==> config.mk <==
export PLATFORM = sky130hd
export DESIGN_NAME = pipe_stage_reg
export DESIGN_NICKNAME = d
export VERILOG_FILES = /design/src/rtl/pipe_stage_reg_pkg.sv /design/src/rtl/pipe_stage_reg_slot.sv /design/src/rtl/pipe_stage_reg.sv
export SDC_FILE = /design/constraint.sdc
export NUM_CORES = 1
export LEC_CHECK = 0
export BUFFER_PORTS_ARGS = -buffer_cell sky130_fd_sc_hd__buf_2
export CAP_MARGIN = 30
export CORE_MARGIN = 2
export CORE_UTILIZATION = 35
export CTS_BUF_LIST = sky130_fd_sc_hd__clkbuf_4
export CTS_CLUSTER_DIAMETER = 40
export DETAILED_ROUTE_END_ITERATION = 12
export REMOVE_ABC_BUFFERS = 1
export SYNTH_ARGS = -nofsm -noshare
export SYNTH_HDL_FRONTEND = slang
export SYNTH_HIERARCHICAL = 1
export SYNTH_SLANG_ARGS = --single-unit
==> constraint.sdc <==
create_clock -name Clk -period 3.55 [get_ports Clk]
set_clock_uncertainty 0.1 [all_clocks]
set_input_delay 0.1775 -clock Clk [delete_from_list [all_inputs] [get_ports Clk]]
set_output_delay 0.1775 -clock Clk [all_outputs]
set_load 0.05 [all_outputs]
==> src/rtl/pipe_stage_reg_pkg.sv <==
// Shared constants and helpers for the elastic pipeline stage register.
// Default control-bit positions are provided for instantiators packing a stage bundle.
package pipe_pkg;

    function automatic int unsigned clog2(input int unsigned value);
        int unsigned res;
        res = 0;
        while ((32'd1 << res) < value) begin
            res++;
        end
        return res;
    endfunction

    localparam int unsigned MAX_STAGES = 4;
    localparam int unsigned OCC_W      = clog2(2 * MAX_STAGES + 1);

    localparam int unsigned CTRL_REGWRITE = 0;
    localparam int unsigned CTRL_MEMTOREG = 1;
    localparam int unsigned CTRL_JAL      = 2;
    localparam int unsigned CTRL_MEMWRITE = 3;

endpackage

==> src/rtl/pipe_stage_reg_slot.sv <==
// One elastic register slot: either a skid-buffered pair (registered ready)
// or a plain enabled register (ready chained combinationally).
module pipe_slot #(
    parameter int unsigned W      = 32,
    parameter int unsigned CTRL_W = 8,
    parameter bit          SKID   = 1'b1
) (
    input  logic              clk_i,
    input  logic              rst_i,
    input  logic              flush_i,
    input  logic              in_valid_i,
    output logic              in_ready_o,
    input  logic [CTRL_W-1:0] in_ctrl_i,
    input  logic [W-1:0]      in_data_i,
    output logic              out_valid_o,
    input  logic              out_ready_i,
    output logic [CTRL_W-1:0] out_ctrl_o,
    output logic [W-1:0]      out_data_o
);

    logic              main_valid_q, main_valid_d;
    logic [CTRL_W-1:0] main_ctrl_q, main_ctrl_d;
    logic [W-1:0]      main_data_q, main_data_d;
    logic              main_free;

    assign main_free   = !main_valid_q || out_ready_i;
    assign out_valid_o = main_valid_q;
    assign out_ctrl_o  = main_valid_q ? main_ctrl_q : '0;
    assign out_data_o  = main_data_q;

    always_ff @(posedge clk_i) begin
        if (rst_i) begin
            main_valid_q <= 1'b0;
            main_ctrl_q  <= '0;
            main_data_q  <= '0;
        end else begin
            main_valid_q <= main_valid_d;
            main_ctrl_q  <= main_ctrl_d;
            main_data_q  <= main_data_d;
        end
    end

    if (SKID) begin : g_skid
        logic              skid_valid_q, skid_valid_d;
        logic [CTRL_W-1:0] skid_ctrl_q, skid_ctrl_d;
        logic [W-1:0]      skid_data_q, skid_data_d;
        logic              ready_q, ready_d;
        logic              in_fire;

        assign in_ready_o = ready_q;
        assign in_fire    = in_valid_i && ready_q;

        always_comb begin
            main_valid_d = main_valid_q;
            main_ctrl_d  = main_ctrl_q;
            main_data_d  = main_data_q;
            skid_valid_d = skid_valid_q;
            skid_ctrl_d  = skid_ctrl_q;
            skid_data_d  = skid_data_q;
            if (flush_i) begin
                main_valid_d = 1'b0;
                main_ctrl_d  = '0;
                skid_valid_d = 1'b0;
                skid_ctrl_d  = '0;
            end else if (skid_valid_q) begin
                // Skid drains first; ready stays low until it is empty.
                if (main_free) begin
                    main_valid_d = 1'b1;
                    main_ctrl_d  = skid_ctrl_q;
                    main_data_d  = skid_data_q;
                    skid_valid_d = 1'b0;
                    skid_ctrl_d  = '0;
                end
            end else if (in_fire) begin
                if (main_free) begin
                    main_valid_d = 1'b1;
                    main_ctrl_d  = in_ctrl_i;
                    main_data_d  = in_data_i;
                end else begin
                    skid_valid_d = 1'b1;
                    skid_ctrl_d  = in_ctrl_i;
                    skid_data_d  = in_data_i;
                end
            end else if (out_ready_i) begin
                main_valid_d = 1'b0;
                main_ctrl_d  = '0;
            end
            ready_d = !skid_valid_d;
        end

        always_ff @(posedge clk_i) begin
            if (rst_i) begin
                skid_valid_q <= 1'b0;
                skid_ctrl_q  <= '0;
                skid_data_q  <= '0;
                ready_q      <= 1'b1;
            end else begin
                skid_valid_q <= skid_valid_d;
                skid_ctrl_q  <= skid_ctrl_d;
                skid_data_q  <= skid_data_d;
                ready_q      <= ready_d;
            end
        end
    end else begin : g_plain
        assign in_ready_o = main_free;

        always_comb begin
            main_valid_d = main_valid_q;
            main_ctrl_d  = main_ctrl_q;
            main_data_d  = main_data_q;
            if (flush_i) begin
                main_valid_d = 1'b0;
                main_ctrl_d  = '0;
            end else if (main_free) begin
                main_valid_d = in_valid_i;
                if (in_valid_i) begin
                    main_ctrl_d = in_ctrl_i;
                    main_data_d = in_data_i;
                end else begin
                    main_ctrl_d = '0;
                end
            end
        end
    end

endmodule

==> src/rtl/pipe_stage_reg.sv <==
// Elastic pipeline register: STAGES slots in series with hazard Stall/Flush,
// bubble-zeroed control bundle and a registered occupancy count.
module pipe_stage_reg
    import pipe_pkg::*;
#(
    parameter int unsigned DATA_W = 32,
    parameter int unsigned CTRL_W = 8,
    parameter int unsigned STAGES = 1,
    parameter bit          SKID   = 1'b1
) (
    input  logic                             Clk,
    input  logic                             Rst,
    input  logic                             InValid,
    output logic                             InReady,
    input  logic [CTRL_W-1:0]                InCtrl,
    input  logic [DATA_W-1:0]                InData,
    input  logic                             Stall,
    input  logic                             Flush,
    output logic                             OutValid,
    input  logic                             OutReady,
    output logic [CTRL_W-1:0]                OutCtrl,
    output logic [DATA_W-1:0]                OutData,
    output logic [$clog2(2*STAGES+1)-1:0]    Occupancy
);

    localparam int unsigned OccW = clog2(2 * STAGES + 1);

    logic [STAGES:0]             valid_c;
    logic [STAGES:0]             ready_c;
    logic [STAGES:0][CTRL_W-1:0] ctrl_c;
    logic [STAGES:0][DATA_W-1:0] data_c;
    logic                        accept_ok;
    logic                        in_fire;
    logic                        out_fire;
    logic [OccW-1:0]             occ_q, occ_d;

    // Rst > Flush > Stall all block acceptance at the input only.
    assign accept_ok  = !Rst && !Flush && !Stall;
    assign InReady    = ready_c[0] && accept_ok;
    assign valid_c[0] = InValid && accept_ok;
    assign ctrl_c[0]  = InCtrl;
    assign data_c[0]  = InData;
    assign ready_c[STAGES] = OutReady;

    for (genvar i = 0; i < STAGES; i++) begin : g_slot
        pipe_slot #(
            .W      (DATA_W),
            .CTRL_W (CTRL_W),
            .SKID   (SKID)
        ) u_slot (
            .clk_i       (Clk),
            .rst_i       (Rst),
            .flush_i     (Flush),
            .in_valid_i  (valid_c[i]),
            .in_ready_o  (ready_c[i]),
            .in_ctrl_i   (ctrl_c[i]),
            .in_data_i   (data_c[i]),
            .out_valid_o (valid_c[i+1]),
            .out_ready_i (ready_c[i+1]),
            .out_ctrl_o  (ctrl_c[i+1]),
            .out_data_o  (data_c[i+1])
        );
    end

    assign OutValid = valid_c[STAGES];
    assign OutCtrl  = ctrl_c[STAGES] & {CTRL_W{OutValid}};
    assign OutData  = data_c[STAGES];

    assign in_fire  = InValid && InReady;
    assign out_fire = OutValid && OutReady;

    always_comb begin
        occ_d = occ_q;
        if (Flush) begin
            occ_d = '0;
        end else if (in_fire && !out_fire) begin
            occ_d = occ_q + OccW'(1);
        end else if (!in_fire && out_fire) begin
            occ_d = occ_q - OccW'(1);
        end
    end

    always_ff @(posedge Clk) begin
        if (Rst) begin
            occ_q <= '0;
        end else begin
            occ_q <= occ_d;
        end
    end

    assign Occupancy = occ_q;

endmodule

==> impl_metrics.csv <==
group,metric,value,unit
status,outcome,"finished, final reports clean",
clock_network,root_buffer,"clkbuf_4",
worst_setup_path,critPathLaunchType,"primary input",
cells_and_area,fin_nets,565,
worst_setup_path,required,3780,ps
synth,avgSynthCellArea,9.80,um2
sta,slew_headroom,0.333,
sta,fin_ws,1020,ps
clock_network,clk_latency,420,ps
synth,netlist_instances,412,
worst_setup_path,crit_chain,"dlygate4sd3_1 > buf_2 > nor4b_2 > buf_4 > a21o_1 > buf_4 > nand2_1 > o32ai_1",
power,p_leak,1.85,nW
sta,final_max_slew_viol_count,0,
clock_network,h-tree-depth,3,
placement,pre_cts_slack,1170,ps
sta,tightest_slew,997,ps
worst_setup_path,slowest_stage,"a21o_1",
clock_network,clk_path_buf_depth,2,
clock_network,cts.sinks,85,
synth,synth_edf_count,0,
power,seq_power_share,0.563,
global_route,grt_remaining_overflow,0,
placement,port_buffers,89,
sta,finalHoldViolCount,0,
routing,drc_errors,0,
clock_network,cts_tree,"built",
sta,clock.fmax,395,MHz
synth,yosysWarnings,6,
global_route,grtUsageTotal,0.165,
clock_network,clk_pin_slew,130,ps
routing,wl_per_cell,15.3,um
cells_and_area,drive_above_1_share,0.233,
power,vdd.ir_drop.worst,0.200,mV
floorplan,die_area,12400,um2
cells_and_area,areaGrowthSynthToFinish,24.5,%
global_route,grt_max_degree,72,
synth,synth_seq_cells,85,
sta,fin_crit,2530,ps
worst_hold_path,hp-class,"in -> reg",
worst_setup_path,crit_fanout,19,
synth,synth_cell_type_count,35,
floorplan,start_util,0.357,
synth,netlist_area,4040,um2
worst_setup_path,critical_path.endpoint_type,"register",
power,p_int,1.28,mW
floorplan,chipWidth,111,um
worst_setup_path,crit_top_cell,"buf_4",
routing,avgViaCountPerCell,5.17,
routing,ant_nets,0,
routing,vias,3442,
global_route,grt_pass1_vias,3372,
synth,synth_sequential_area_ratio,0.421,
sta,finalCritPeriodShare,0.714,
routing,drt-total-wl,10200,um
cells_and_area,num_antenna_cells,0,
power,switching_share,0.256,
power,p_sw,0.441,mW
clock_network,cts_buffers,9,
placement,postPlaceCellArea,4560,um2
placement,gp_congestion,0.761,
cells_and_area,utilization,0.444,
sta,setup_viol,0,
power,combPwrFrac,0.119,
synth,async_flop_share,0,
floorplan,io_pins,90,
global_route,antenna_found_initial,0,
power,p_per_area,343,nW/um2
clock_network,ctsResizeCount,0,
routing,drt_iter0_drc,113,
placement,hpwlAfterDp,6610,um
worst_setup_path,slowest_delay,610,ps
sta,setup-tns-final,0,ps
floorplan,fp.dieH,111,um
cells_and_area,stdcell_area,5030,um2
power,power_frac_clock,0.318,
worst_setup_path,worstPathArrival,2760,ps
routing,dr.pass1.iters,4,
sta,timing.hold.ws,62.8,ps
global_route,grt_pass1_wl,16900,um
floorplan,core.rowCount,39,
flow_run,maxCapViolations,0,
worst_setup_path,criticalPathCategory,"in -> reg",
floorplan,core,11300,um2
sta,rsz0062_at_grt,"no",
synth,synth_ff_type,"dfxtp_1",
==> worst paths after layout <==
check                                                     from                                                   end  slack [ps]  cells after the start
setup / recovery                                         Flush          g_slot[0].u_slot/main_ctrl_q[0]$_SDFFE_PP0P_        1020                      8
hold / removal                                       InCtrl[2]          g_slot[0].u_slot/main_ctrl_q[2]$_SDFFE_PP0P_          60                      4
setup reg to reg     g_slot[0].u_slot/out_valid_o$_SDFFE_PP0P_  g_slot[0].u_slot/g_skid.skid_data_q[22]$_SDFFE_PP0P_        1320                      4
hold reg to reg   g_slot[0].u_slot/main_ctrl_q[0]$_SDFFE_PP0P_          g_slot[0].u_slot/main_ctrl_q[0]$_SDFFE_PP0P_         370                      2
==> registers in the layout (all words and copies together), names as in the netlist <==
signal                             count
Occupancy                              2
g_slot.u_slot/g_skid.skid_data_q      32
g_slot.u_slot/g_skid.skid_valid_q      1
g_slot.u_slot/out_valid_o              1
g_slot.u_slot/g_skid.skid_ctrl_q       8
g_slot.u_slot/in_ready_o               1
g_slot.u_slot/out_data_o              32
g_slot.u_slot/main_ctrl_q              8
==> per-stage QoR <==
step / power, mW / instances
after CTS: 1.75 / 666
after global routing: 1.80 / 666
after global placement: 1.16 / 616
final: 1.72 / 666
after floorplan: 1.09 / 375
after detailed placement: 1.17 / 617
==> layout make-up <==
class | instances | area (um2)
well taps | 143 | 179
flip-flops and latches | 85 | 1700
repair buffers | 132 | 871
clock inverters | 5 | 51.3
fillers | 1119 | 6290
multi-input cells | 288 | 2130
inverters | 2 | 7.51
clock buffers | 11 | 82.6
==> critical path: cells and delay by family <==
kind | cells | cell delay (ps)
AO/OA/AOI/OAI | 2 | 890
buffers and inverters | 4 | 1290
AND/OR/NAND/NOR | 2 | 400
==> synthesized netlist by cell type (all sizes together) (3+ instances only) <==
cell type / count / share of area
dfxtp: 85 / 0.42
nand2b: 68 / 0.11
mux2i: 64 / 0.16
a211oi: 34 / 0.063
a31oi: 33 / 0.053
buf: 23 / 0.038
and2: 20 / 0.031
clkbuf: 14 / 0.013
nand2: 14 / 0.014
o21ai: 14 / 0.017
a32o: 8 / 0.020
a2bb2oi: 5 / 0.011
nand3: 5 / 0.0062
nor2: 3 / 0.0028
nor3: 3 / 0.0050
o32ai: 3 / 0.0065
==> cell families (layout without fill, tap and decap cells) <==
kind of cell,count (synthesis),count (layout),share of synthesized area
multiplexers,64,64,0.159
AND/OR/NAND/NOR,121,121,0.185
adder cells (fa/ha/maj),1,1,0.00310
AO/OA/AOI/OAI,100,100,0.175
flip-flops,85,85,0.421
XOR/XNOR,2,2,0.00434
buffers and inverters,39,150,0.0533
==> placed cells by master, fill, tap and decap left out, types with 5 or more instances in the layout <==
master,Yosys,final
o21ai_1,5,5
a2bb2oi_1,5,5
o21ai_0,9,9
dfxtp_1,85,84
and2_1,17,17
dlygate4sd3_1,0,33
a31oi_1,32,32
buf_4,6,9
nand2_1,13,13
nand3_1,5,5
mux2i_1,64,64
a211oi_1,34,34
nand2b_1,67,67
buf_2,13,89
a32o_1,8,8
clkbuf_4,0,11
==> layer usage <==
layer / GRT usage / wire (um)
met4: 0.0321 / 78
met3: 0.0403 / 419
met2: 0.272 / 4740
met5: 0 / 0
met1: 0.221 / 4960
==> power by group through the flow <==
| stage | sequential, mW | combinational (mW) | clock (mW) |
|---|---|---|---|
| 6_report | 0.971 | 0.205 | 0.548 |
| 3_3_place_gp | 0.992 | 0.170 | 0 |
| 2_1_floorplan | 1.02 | 0.0680 | 0 |
| 3_5_place_dp | 0.992 | 0.176 | 0 |
| 4_1_cts | 0.971 | 0.204 | 0.570 |
| 5_1_grt | 0.973 | 0.222 | 0.609 |
==> repair_timing <==
| action | 4_1_cts | 5_1_grt |
|---|---|---|
| setup buffers | 0 | 0 |
| setup endpoints to repair | 0 | 0 |
| hold endpoints to repair | 55 | 0 |
| hold buffers | 33 | 0 |
(Power assumes the default switching activity.)
